$ cat src/rtl/cavlc_pkg.sv
// rtl/cavlc_pkg.sv - shared types and widths for the CAVLC coefficient statistics stage
package cavlc_pkg;

    typedef enum logic {
        COLLECT = 1'b0,
        HOLD    = 1'b1
    } state_t;

    localparam int MAX_COEFF = 16;
    localparam int TC_W      = 5;
    localparam int T1_W      = 2;
    localparam int TZ_W      = 4;

endpackage

$ cat src/rtl/cavlc_t1_tracker.sv
// rtl/cavlc_t1_tracker.sv - trailing-ones run length and sign history for one block
module cavlc_t1_tracker
    import cavlc_pkg::*;
(
    input  logic            clk,
    input  logic            rst,
    input  logic            accept,
    input  logic            is_zero,
    input  logic            is_one,
    input  logic            sign,
    input  logic            clear,
    output logic [T1_W-1:0] t1_run_next,
    output logic [2:0]      sgn_next
);

    logic [T1_W-1:0] t1_run;
    logic [2:0]      sgn;

    // Next run/sign values; the top registers its results from these so the
    // final coefficient of a block is already reflected.
    always_comb begin
        t1_run_next = t1_run;
        sgn_next    = sgn;
        if (accept && !is_zero) begin
            if (is_one) begin
                t1_run_next = (t1_run == T1_W'(3)) ? T1_W'(3) : t1_run + T1_W'(1);
                sgn_next    = {sgn[1:0], sign};
            end else begin
                t1_run_next = '0;
                sgn_next    = '0;
            end
        end
    end

    // Run and sign history registers, cleared when the block is handed off.
    always_ff @(posedge clk or posedge rst) begin
        if (rst) begin
            t1_run <= '0;
            sgn    <= '0;
        end else if (clear) begin
            t1_run <= '0;
            sgn    <= '0;
        end else begin
            t1_run <= t1_run_next;
            sgn    <= sgn_next;
        end
    end

endmodule

$ cat src/rtl/cavlc_coeff_stats.sv
// rtl/cavlc_coeff_stats.sv - per-block TotalCoeff/TrailingOnes/TotalZeros from zigzag coefficients
module cavlc_coeff_stats
    import cavlc_pkg::*;
#(
    parameter int CoeffWidth = 16,
    parameter int NumCoeff   = 16
) (
    input  logic                  clk,
    input  logic                  rst,
    input  logic                  in_valid,
    output logic                  in_ready,
    input  logic [CoeffWidth-1:0] in_coeff,
    output logic                  out_valid,
    input  logic                  out_ready,
    output logic [TC_W-1:0]       total_coeff,
    output logic [T1_W-1:0]       trailing_ones,
    output logic [2:0]            t1_signs,
    output logic [TZ_W-1:0]       total_zeros
);

    localparam logic [4:0] LAST_POS = 5'(NumCoeff - 1);

    state_t          state_q;
    state_t          state_d;
    logic [4:0]      pos;
    logic [TC_W-1:0] tc;
    logic [4:0]      last_nz;

    logic            accept;
    logic            is_zero;
    logic            is_one;
    logic            final_accept;
    logic            handoff;
    logic [TC_W-1:0] tc_next;
    logic [4:0]      last_nz_next;
    logic [4:0]      tz_diff;
    logic [T1_W-1:0] t1_run_next;
    logic [2:0]      sgn_next;

    assign in_ready     = (state_q == COLLECT);
    assign accept       = in_valid && in_ready;
    // Equality tests only: +1 or all-ones (-1), no magnitude arithmetic needed.
    assign is_zero      = (in_coeff == '0);
    assign is_one       = (in_coeff == CoeffWidth'(1)) || (in_coeff == '1);
    assign final_accept = accept && (pos == LAST_POS);
    assign handoff      = out_valid && out_ready;

    assign tc_next      = (accept && !is_zero) ? tc + TC_W'(1) : tc;
    assign last_nz_next = (accept && !is_zero) ? pos + 5'd1 : last_nz;
    assign tz_diff      = last_nz_next - tc_next;

    cavlc_t1_tracker u_t1_tracker (
        .clk         (clk),
        .rst         (rst),
        .accept      (accept),
        .is_zero     (is_zero),
        .is_one      (is_one),
        .sign        (in_coeff[CoeffWidth-1]),
        .clear       (handoff),
        .t1_run_next (t1_run_next),
        .sgn_next    (sgn_next)
    );

    // State register.
    always_ff @(posedge clk or posedge rst) begin
        if (rst) begin
            state_q <= COLLECT;
        end else begin
            state_q <= state_d;
        end
    end

    // Next state: leave COLLECT on the last coefficient, leave HOLD on handoff.
    always_comb begin
        state_d = state_q;
        case (state_q)
            COLLECT: if (final_accept) state_d = HOLD;
            HOLD:    if (handoff)      state_d = COLLECT;
            default: state_d = COLLECT;
        endcase
    end

    // Block accumulators; cleared only once the consumer has taken the results.
    always_ff @(posedge clk or posedge rst) begin
        if (rst) begin
            pos     <= '0;
            tc      <= '0;
            last_nz <= '0;
        end else if (handoff) begin
            pos     <= '0;
            tc      <= '0;
            last_nz <= '0;
        end else if (accept) begin
            pos     <= pos + 5'd1;
            tc      <= tc_next;
            last_nz <= last_nz_next;
        end
    end

    // Result registers, loaded with the values that include the final coefficient.
    always_ff @(posedge clk or posedge rst) begin
        if (rst) begin
            out_valid     <= 1'b0;
            total_coeff   <= '0;
            trailing_ones <= '0;
            t1_signs      <= '0;
            total_zeros   <= '0;
        end else if (final_accept) begin
            out_valid     <= 1'b1;
            total_coeff   <= tc_next;
            trailing_ones <= t1_run_next;
            t1_signs      <= sgn_next;
            total_zeros   <= (tc_next == '0) ? '0 : tz_diff[TZ_W-1:0];
        end else if (handoff) begin
            out_valid     <= 1'b0;
        end
    end

endmodule

$ cat config.mk
export PLATFORM = sky130hd
export DESIGN_NAME = cavlc_coeff_stats
export DESIGN_NICKNAME = d
export VERILOG_FILES = /design/src/rtl/cavlc_pkg.sv /design/src/rtl/cavlc_t1_tracker.sv /design/src/rtl/cavlc_coeff_stats.sv
export SDC_FILE = /design/constraint.sdc
export NUM_CORES = 1
export LEC_CHECK = 0
export CORE_MARGIN = 3
export CORE_UTILIZATION = 40
export CTS_CLUSTER_SIZE = 24
export DETAILED_ROUTE_END_ITERATION = 7
export DONT_BUFFER_PORTS = 1
export PLACE_DENSITY_LB_ADDON = 0.1
export RECOVER_POWER = 25
export SETUP_SLACK_MARGIN = 0.3
export SLEW_MARGIN = 20
export SYNTH_ARGS = -nofsm -noshare
export SYNTH_HDL_FRONTEND = slang
export SYNTH_HIERARCHICAL = 1
export SYNTH_SLANG_ARGS = --single-unit
$ cat constraint.sdc
create_clock -name clk -period 4.57 [get_ports clk]
set_clock_uncertainty 0.15 [all_clocks]
set_input_delay 1.1425 -clock clk [delete_from_list [all_inputs] [get_ports clk]]
set_output_delay 1.1425 -clock clk [all_outputs]
set_load 0.01 [all_outputs]
==> results.json <==
{
  "finalCriticalPeriod_ns": 3.75,
  "drt-total-wl_um": 4100,
  "fill_cells": 437,
  "fmax_mhz": 267,
  "port-buffer-count": 0,
  "critPathTopFamily": "simple AND/OR/NAND/NOR gates",
  "max-vdd-ir-drop_mv": 0.289,
  "cts_tree": "built",
  "cts_resized": 0,
  "track_usage_pct": 16.2,
  "power_leakage_uw": 0.000950,
  "floorplan.initialDensity_pct": 42.8,
  "clockRootBuffer": "clkbuf_8",
  "clock-sinks": 35,
  "crit_buf_inv": 2,
  "synth.avg_cell_area_um2": 9.67,
  "setup_viol": 0,
  "crit_fanout": 14,
  "r2r_slack_ns": 1.29,
  "seqCellArea_um2": 876,
  "post-route-period-util_pct": 82.1,
  "final_common_cell": "dfrtp_1",
  "syn_to_final_growth_pct": 7.45,
  "grt_max_degree": 31,
  "drive_above_1_share_pct": 10.6,
  "required_ns": 4.61,
  "first_global_vias": 1445,
  "cp.depth": 13,
  "hold_path_depth": 2,
  "startpoint": "in_coeff[0]",
  "cts_hold_buf": 0,
  "viasPerCell": 5.63,
  "pin_count": 36,
  "drt_iter0_markers": 54,
  "netlist_instances": 198,
  "fin_util_pct": 46.0,
  "first_pass_iters": 4,
  "clkTransAtPathRegs_ns": 0.08,
  "critPathKind": "primary input to flip-flop",
  "rsz0062_at_grt": "false",
  "slowest_stage": "nor4_1",
  "gp_congestion": 0.751,
  "endpoint": "total_zeros[3]",
  "drtAntennaViolNets": 0,
  "netlist_area_um2": 1920,
  "endpoint_kind": "flip-flop",
  "overflow": 0,
  "worst_slack_ns": 0.819,
  "ys_seq_elements": 35,
  "path_cells": "nor4_1, nand4_2, inv_2, nor2_2, mux2i_1, inv_1, ha_1, nor2b_1, nor3b_1, o22ai_1, a22o_1, xor2_1, o31ai_1",
  "dp_slack_ns": 0.489,
  "violations": "max-capacitance violations, max-slew violations",
  "worst_ep_arrival_time_ns": 3.79,
  "power_density_nw_per_um2": 579,
  "synth.net_count": 224,
  "status": "finished, violations left",
  "dp_cells": 242,
  "multi_input_area_um2": 963,
  "dp_hpwl_um": 2970,
  "htree_num_levels": 2,
  "cts_inserted_buffers": 5,
  "clk_path_buf_depth": 2,
  "vias": 1408,
  "antenna_found_initial": 0,
  "relSlewSlack_pct": -8.40,
  "tns_ns": 0,
  "max_stage_delay_ns": 0.36,
  "fp-row-count": 24,
  "grt_pass1_wl_um": 6860,
  "core_um2": 4470,
  "startpoint_type": "primary input",
  "whs_ns": 0.380,
  "final_cell_mix": "35 x dfrtp_1, 26 x nand2_1, 18 x nor2_1, 8 x nand3_1, 8 x xnor2_1",
  "finalHoldViolations": 0,
  "ys_seq_area_share_pct": 45.7,
  "cts_setup_buffers": 0,
  "insertion_delay_ns": 0.28,
  "drv_cap": 1,
  "r2r-end": "total_zeros[3]",
  "final_max_slew_viol_count": 31,
  "worstReg2RegStart": "state_q",
  "detail_route.drc_violations": 0,
  "r2r_cells": 12,
  "die_x_um": 75.2,
  "die_h_um": 75.2,
  "yosys_warnings": 6,
  "stdcell_count": 250,
  "die-area_um2": 5660,
  "hp-class": "flip-flop to flip-flop",
  "worstMarginPinSlew_ns": 1.63,
  "wl_per_cell_um": 16.4,
  "synth.distinct_cells": 44,
  "num_antenna_cells": 0,
  "final_nets": 223
}
layout make-up:
| class | instances | area share [%] |
|---|---|---|
| clock buffer | 5 | 3.34 |
| sequential | 35 | 42.6 |
| multi-input combinational | 144 | 46.8 |
| tap | 52 | 3.16 |
| timing repair buffer | 1 | 0.182 |
| inverter | 10 | 1.82 |
| clock inverter | 3 | 2.13 |
power breakdown:
part | switching [µW] | internal (µW) | leakage (µW)
Sequential | 78.0 | 373 | 0.000457
Clock | 116 | 162 | 0.0000581
Combinational | 246 | 216 | 0.000434
Total | 440 | 751 | 0.000950
cell families after synthesis:
logic type	count (synthesis)	synth area share, %
muxes	8	4.51
adders and majority gates	6	4.31
buffers and inverters	19	3.98
DFF	35	45.7
and+or+nand+nor	83	23.1
xor gates and xnor gates	15	7.58
AOI/OAI and AO/OA	32	10.8
tightest hold or removal path, cell delays in order, from the launching register on:
cell and delay, ns:
dfrtp_1 0.36, nand2_1 0.07, a21oi_1 0.06
routing by layer:
layer	global-route usage, %	part of all wire, %	vias up	routed length, µm
met2	27.2	49	39	2010
met4	5.05	0.98	0	40
met5	0	0	-	0
li1	-	-	688	-
met3	5.34	4.7	9	193
met1	19.7	45	672	1850
how the worst min path moves through the flow:
stage | start | to
floorplan | last_nz[0] | last_nz[0]
global placement | u_t1_tracker/sgn[2] | u_t1_tracker/sgn[2]
detailed placement | u_t1_tracker/sgn[2] | u_t1_tracker/sgn[2]
CTS | u_t1_tracker/sgn[2] | u_t1_tracker/sgn[2]
global route | u_t1_tracker/sgn[2] | u_t1_tracker/sgn[2]
finish | u_t1_tracker/sgn[2] | u_t1_tracker/sgn[2]
Yosys cell counts (all sizes together):
cell type	n	area [µm²]
dfrtp	35	876
nand2	26	97.6
nor2	20	80.1
o21ai	11	55.1
inv	10	37.5
a21oi	8	51.3
nand3	8	40.0
xnor2	8	70.1
clkbuf	7	26.3
nand4	6	43.8
xor2	6	52.6
ha	5	62.6
mux2	5	56.3
nor4	5	50.1
o31ai	4	30.0
a211oi	3	22.5
mux2i	3	30.0
nor2b	3	18.8
nor3	3	15.0
and3	2	12.5
buf	2	12.5
nor4b	2	17.5
o22ai	2	12.5
or4	2	18.8
a22o	1	8.76
a311oi	1	8.76
a41o	1	10.0
a41oi	1	8.76
and2	1	6.26
and2b	1	8.76
and4b	1	10.0
fa	1	20.0
nand2b	1	6.26
nor3b	1	7.51
or2b	1	8.76
xnor3	1	22.5
sequential cells by signal, summed over array words and instances (netlist names):
| signal | count |
|---|---|
| out_valid | 1 |
| total_coeff | 5 |
| last_nz | 4 |
| total_zeros | 4 |
| u_t1_tracker/t1_run | 2 |
| state_q | 1 |
| pos | 5 |
| u_t1_tracker/sgn | 3 |
| tc | 5 |
| trailing_ones | 2 |
| t1_signs | 3 |
metrics by stage:
step           total power [µW]  area [µm²]
2_1_floorplan               822        1920
3_3_place_gp                903        1950
3_5_place_dp                919        1950
5_1_grt                    1280        2060
6_report                   1190        2060
4_1_cts                    1200        2060
Power figures use the tool's default switching activity.
